**src/rtl/multicycle_control.sv**
```systemverilog
// Main control FSM for the multi-cycle RV32I core.
// Sequences fetch/decode/execute/memory/writeback and drives every datapath
// enable and mux select. Instruction and data memory share one port, so the
// memory-touching states hold until mem_ready.
module multicycle_control (
  input  logic       clk,
  input  logic       rst,
  input  logic [6:0] opcode,
  input  logic [2:0] funct3,
  input  logic       mem_ready,
  output logic [1:0] ALU_Op,
  output logic [1:0] alu_src_a,
  output logic [1:0] alu_src_b,
  output logic       alu_imm,
  output logic       pc_write,
  output logic       pc_write_cond,
  output logic       pc_src,
  output logic       i_or_d,
  output logic       mem_read,
  output logic       mem_write,
  output logic       ir_write,
  output logic       reg_write,
  output logic [1:0] wb_sel,
  output logic       illegal,
  output logic [3:0] state
);

  localparam int unsigned StateW = 4;

  localparam logic [6:0] OpR      = 7'b0110011;
  localparam logic [6:0] OpImm    = 7'b0010011;
  localparam logic [6:0] OpLoad   = 7'b0000011;
  localparam logic [6:0] OpStore  = 7'b0100011;
  localparam logic [6:0] OpBranch = 7'b1100011;
  localparam logic [6:0] OpJal    = 7'b1101111;

  localparam logic [2:0] F3Sr     = 3'b101;

  // FETCH is encoding 0 so the debug state reads 0 both in and after reset.
  typedef enum logic [StateW-1:0] {
    S_FETCH    = 4'd0,
    S_DECODE   = 4'd1,
    S_EXEC_R   = 4'd2,
    S_EXEC_I   = 4'd3,
    S_ALU_WB   = 4'd4,
    S_MEM_ADDR = 4'd5,
    S_MEM_RD   = 4'd6,
    S_LOAD_WB  = 4'd7,
    S_MEM_WR   = 4'd8,
    S_BRANCH   = 4'd9,
    S_JAL      = 4'd10,
    S_TRAP     = 4'd11
  } state_t;

  state_t cur;

  // State register with next-state selection; unused encodings recover to FETCH.
  always_ff @(posedge clk) begin
    if (rst) begin
      cur <= S_FETCH;
    end else begin
      case (cur)
        S_FETCH:    if (mem_ready) cur <= S_DECODE;
        S_DECODE: begin
          case (opcode)
            OpR:               cur <= S_EXEC_R;
            OpImm:             cur <= S_EXEC_I;
            OpLoad, OpStore:   cur <= S_MEM_ADDR;
            OpBranch:          cur <= S_BRANCH;
            OpJal:             cur <= S_JAL;
            default:           cur <= S_TRAP;
          endcase
        end
        S_EXEC_R:   cur <= S_ALU_WB;
        S_EXEC_I:   cur <= S_ALU_WB;
        S_ALU_WB:   cur <= S_FETCH;
        S_MEM_ADDR: cur <= (opcode == OpLoad) ? S_MEM_RD : S_MEM_WR;
        S_MEM_RD:   if (mem_ready) cur <= S_LOAD_WB;
        S_LOAD_WB:  cur <= S_FETCH;
        S_MEM_WR:   if (mem_ready) cur <= S_FETCH;
        S_BRANCH:   cur <= S_FETCH;
        S_JAL:      cur <= S_FETCH;
        S_TRAP:     cur <= S_TRAP;
        default:    cur <= S_FETCH;
      endcase
    end
  end

  // Output decode from the state register; everything forced low during reset
  // so an abandoned instruction cannot strobe a write in the reset cycle.
  always_comb begin
    ALU_Op        = 2'b00;
    alu_src_a     = 2'b00;
    alu_src_b     = 2'b00;
    alu_imm       = 1'b0;
    pc_write      = 1'b0;
    pc_write_cond = 1'b0;
    pc_src        = 1'b0;
    i_or_d        = 1'b0;
    mem_read      = 1'b0;
    mem_write     = 1'b0;
    ir_write      = 1'b0;
    reg_write     = 1'b0;
    wb_sel        = 2'b00;
    illegal       = 1'b0;
    state         = '0;
    if (!rst) begin
      state = cur;
      case (cur)
        S_FETCH: begin
          mem_read  = 1'b1;
          alu_src_b = 2'b01;
          ir_write  = mem_ready;
          pc_write  = mem_ready;
        end
        S_DECODE: begin
          alu_src_a = 2'b01;
          alu_src_b = 2'b10;
        end
        S_EXEC_R: begin
          alu_src_a = 2'b10;
          ALU_Op    = 2'b10;
        end
        S_EXEC_I: begin
          alu_src_a = 2'b10;
          alu_src_b = 2'b10;
          ALU_Op    = 2'b10;
          // Only the shift-right group uses funct7[5] as a real selector.
          alu_imm   = (funct3 != F3Sr);
        end
        S_ALU_WB: begin
          reg_write = 1'b1;
        end
        S_MEM_ADDR: begin
          alu_src_a = 2'b10;
          alu_src_b = 2'b10;
        end
        S_MEM_RD: begin
          mem_read = 1'b1;
          i_or_d   = 1'b1;
        end
        S_LOAD_WB: begin
          reg_write = 1'b1;
          wb_sel    = 2'b01;
        end
        S_MEM_WR: begin
          mem_write = 1'b1;
          i_or_d    = 1'b1;
        end
        S_BRANCH: begin
          alu_src_a     = 2'b10;
          ALU_Op        = 2'b01;
          pc_write_cond = 1'b1;
          pc_src        = 1'b1;
        end
        S_JAL: begin
          reg_write = 1'b1;
          wb_sel    = 2'b10;
          pc_write  = 1'b1;
          pc_src    = 1'b1;
        end
        S_TRAP: begin
          illegal = 1'b1;
        end
        default: begin
          state = cur;
        end
      endcase
    end
  end

endmodule
```
**config.mk**
```make
export PLATFORM = sky130hd
export DESIGN_NAME = multicycle_control
export DESIGN_NICKNAME = d
export VERILOG_FILES = /design/src/rtl/multicycle_control.sv
export SDC_FILE = /design/constraint.sdc
export NUM_CORES = 1
export LEC_CHECK = 0
export CORE_MARGIN = 8
export CORE_UTILIZATION = 40
export DETAILED_ROUTE_END_ITERATION = 10
export GPL_ROUTABILITY_DRIVEN = 0
export HOLD_SLACK_MARGIN = 0.1
export MAX_ROUTING_LAYER = met4
export PLACE_DENSITY = 0.82
export SYNTH_ARGS = -nofsm -noshare
export SYNTH_HDL_FRONTEND = slang
export SYNTH_SLANG_ARGS = --single-unit
```
**constraint.sdc**
```tcl
create_clock -name clk -period 3.3 [get_ports clk]
set_input_delay 0.66 -clock clk [delete_from_list [all_inputs] [get_ports clk]]
set_output_delay 0.66 -clock clk [all_outputs]
set_load 0.02 [all_outputs]
```
==> results.tsv <==
metric	value	unit
grt_use_met2	0.266	
critPathArrivalTime	2.48	ns
endpoint_kind	output pin	
design.core.area	1450	µm²
dieArea	3020	µm²
power.switching	184	µW
portBuffers	34	
synth_seq_cells	4	
diodes	0	
status	completed	
finalCriticalPeriod	3.14	ns
viasPerCell	5.79	
intPower	215	µW
clkLatencyLatePin	0.23	ns
tightestPinTransition	0.566	ns
setup_violations	0	
drt_first_pass_iters	4	
start_kind	input port	
dp.cells	134	
fin_crit_sh	0.950	
cts-root-buf	clkbuf_4	
postCtsSetupBuffers	0	
p_seq_frac	0.233	
antenna_found_initial	0	
ant_nets	0	
largest_reg_flops	4	
cts.htree.levels	1	
grt_pass1_vias	739	
switching_share	0.462	
critPathMaxFanout	6	
vdd_ir_drop_max	0.000323	V
syn2layout_area_growth	59.5	%
syn_inst	89	
grt_util_all_layers	0.142	
hpwl	1710	µm
first_iter_violations	29	
final_area	966	µm²
rsz0062_at_grt	no	
synth_cell_types	42	
vias	793	
placed_cell_area	943	µm²
synth.avg_cell_area	6.80	µm²
top_register	cur	
max_slew_margin	0.622	
cts.repair.resized	0	
async_reset_ff_frac	0	
cts_made_buffers	3	
clockBufferDepth	2	
finalClockSkew	0.00106	ns
regToRegSetupSlack	1.64	ns
fin_cells	137	
routedWlPerCell	15.4	µm
start_util	0.417	
p_per_area	413	nW/µm²
pin_count	35	
synth_edf_count	0	
routed_wl	2110	µm
die_x	54.9	µm
leakage	0.370	nW
max_freq	319	MHz
synth_area	606	µm²
met1_usage	0.147	
hold_viol	0	
row_count	14	
cts_tree	yes	
required	2.64	ns
grt_overflow_total	0	
grt_first_pass_wirelength	3180	µm
synth_warnings	0	
clock-sinks	4	
reg_top3	cur (4)	
layout-drive-gt1-share	0.0909	
drv_cap	0	
slew_violations	0	
grtUsageMet3	0.0107	
tns	0	ns
p_comb_frac	0.623	
busiest_layer	met2	
worstSetupPathType	input port to output pin	
clkPwrFrac	0.144	
seq_area_frac_synth	0.132	
min_path_type	flip-flop to flip-flop	
ctsHoldBuffers	0	
nets	136	
syn-num-nets	102	
die_h	54.9	µm
grt_max_degree	19	
dominantRegCellSynth	dfxtp_1	
path_clk_slew	0.03	ns
remaining_drc_errors	0	
worst paths after layout:
check	startpoint	to	cells after the start
max reg2reg	cur[1]	cur[1]	4
max	rst	pc_write	7
min reg2reg	cur[2]	cur[3]	2
min	cur[2]	cur[3]	2
layout by cell type, fill, tap and decap left out, drive strengths merged, types with 2 or more instances in the layout:
master | netlist | final
clkbuf | 2 | 3
and2 | 2 | 2
a21oi | 3 | 3
clkdlybuf4s50 | 0 | 34
and3 | 2 | 2
nor4 | 4 | 4
o21ai | 2 | 2
nand3 | 3 | 3
nand2 | 9 | 9
nor3 | 7 | 7
buf | 6 | 3
inv | 4 | 4
nand3b | 2 | 2
nor2b | 4 | 4
dfxtp | 4 | 4
o211ai | 3 | 3
o21a | 2 | 2
nor2 | 10 | 10
nand2b | 2 | 2
cell type report:
class                           count  area (µm²)
Clock buffer                        3        22.5
Fill cell                         141         488
Inverter                            4        15.0
Multi-Input combinational cell     73         465
Sequential cell                     4        80.1
Tap cell                           16        20.0
Timing Repair Buffer               37         363
per-stage QoR:
step                      hold WS, ns  setup WS [ns]  power, mW   util
after global placement          0.654          0.237      0.334  0.649
after floorplan                 0.693          0.765      0.243      -
after detailed placement        0.655          0.156      0.340  0.649
after CTS                       0.668          0.159      0.402  0.664
final                           0.670          0.164      0.399  0.664
after global routing            0.687         0.0315      0.426  0.664
per-layer routing:
metal	vias up	routed length (µm)
met2	36	1120
met5	-	0
li1	394	-
met3	0	201
met1	363	786
met4	0	0
power by group through the flow:
stage	clock network [mW]	logic [mW]	registers, mW
2_1_floorplan	0	0.180	0.0634
5_1_grt	0.0631	0.267	0.0956
4_1_cts	0.0617	0.249	0.0913
3_5_place_dp	0	0.248	0.0920
6_report	0.0576	0.248	0.0930
3_3_place_gp	0	0.242	0.0919
worst max-delay path, stage by stage:
cell	delay, ns
clkdlybuf4s50_1	0.48
nand2b_1	0.21
inv_1	0.11
nand2_1	0.07
nor3_1	0.20
or2_1	0.14
clkdlybuf4s50_1	0.60
synth_stat cells (3+ instances only):
| library cell | n | share of area |
|---|---|---|
| a21oi_1 | 3 | 0.025 |
| buf_2 | 3 | 0.025 |
| buf_4 | 3 | 0.037 |
| dfxtp_1 | 4 | 0.13 |
| inv_1 | 4 | 0.025 |
| nand2_1 | 9 | 0.056 |
| nand3_1 | 3 | 0.025 |
| nor2_1 | 9 | 0.056 |
| nor2b_1 | 4 | 0.041 |
| nor3_1 | 6 | 0.050 |
| nor4_1 | 4 | 0.041 |
kinds of logic after synthesis:
logic type | synth area share
buf+inv | 0.0992
compound gates | 0.267
flops | 0.132
xor+xnor | 0.0289
simple gates | 0.457
mux | 0.0165
No activity file was read; power rests on OpenSTA's default activity.
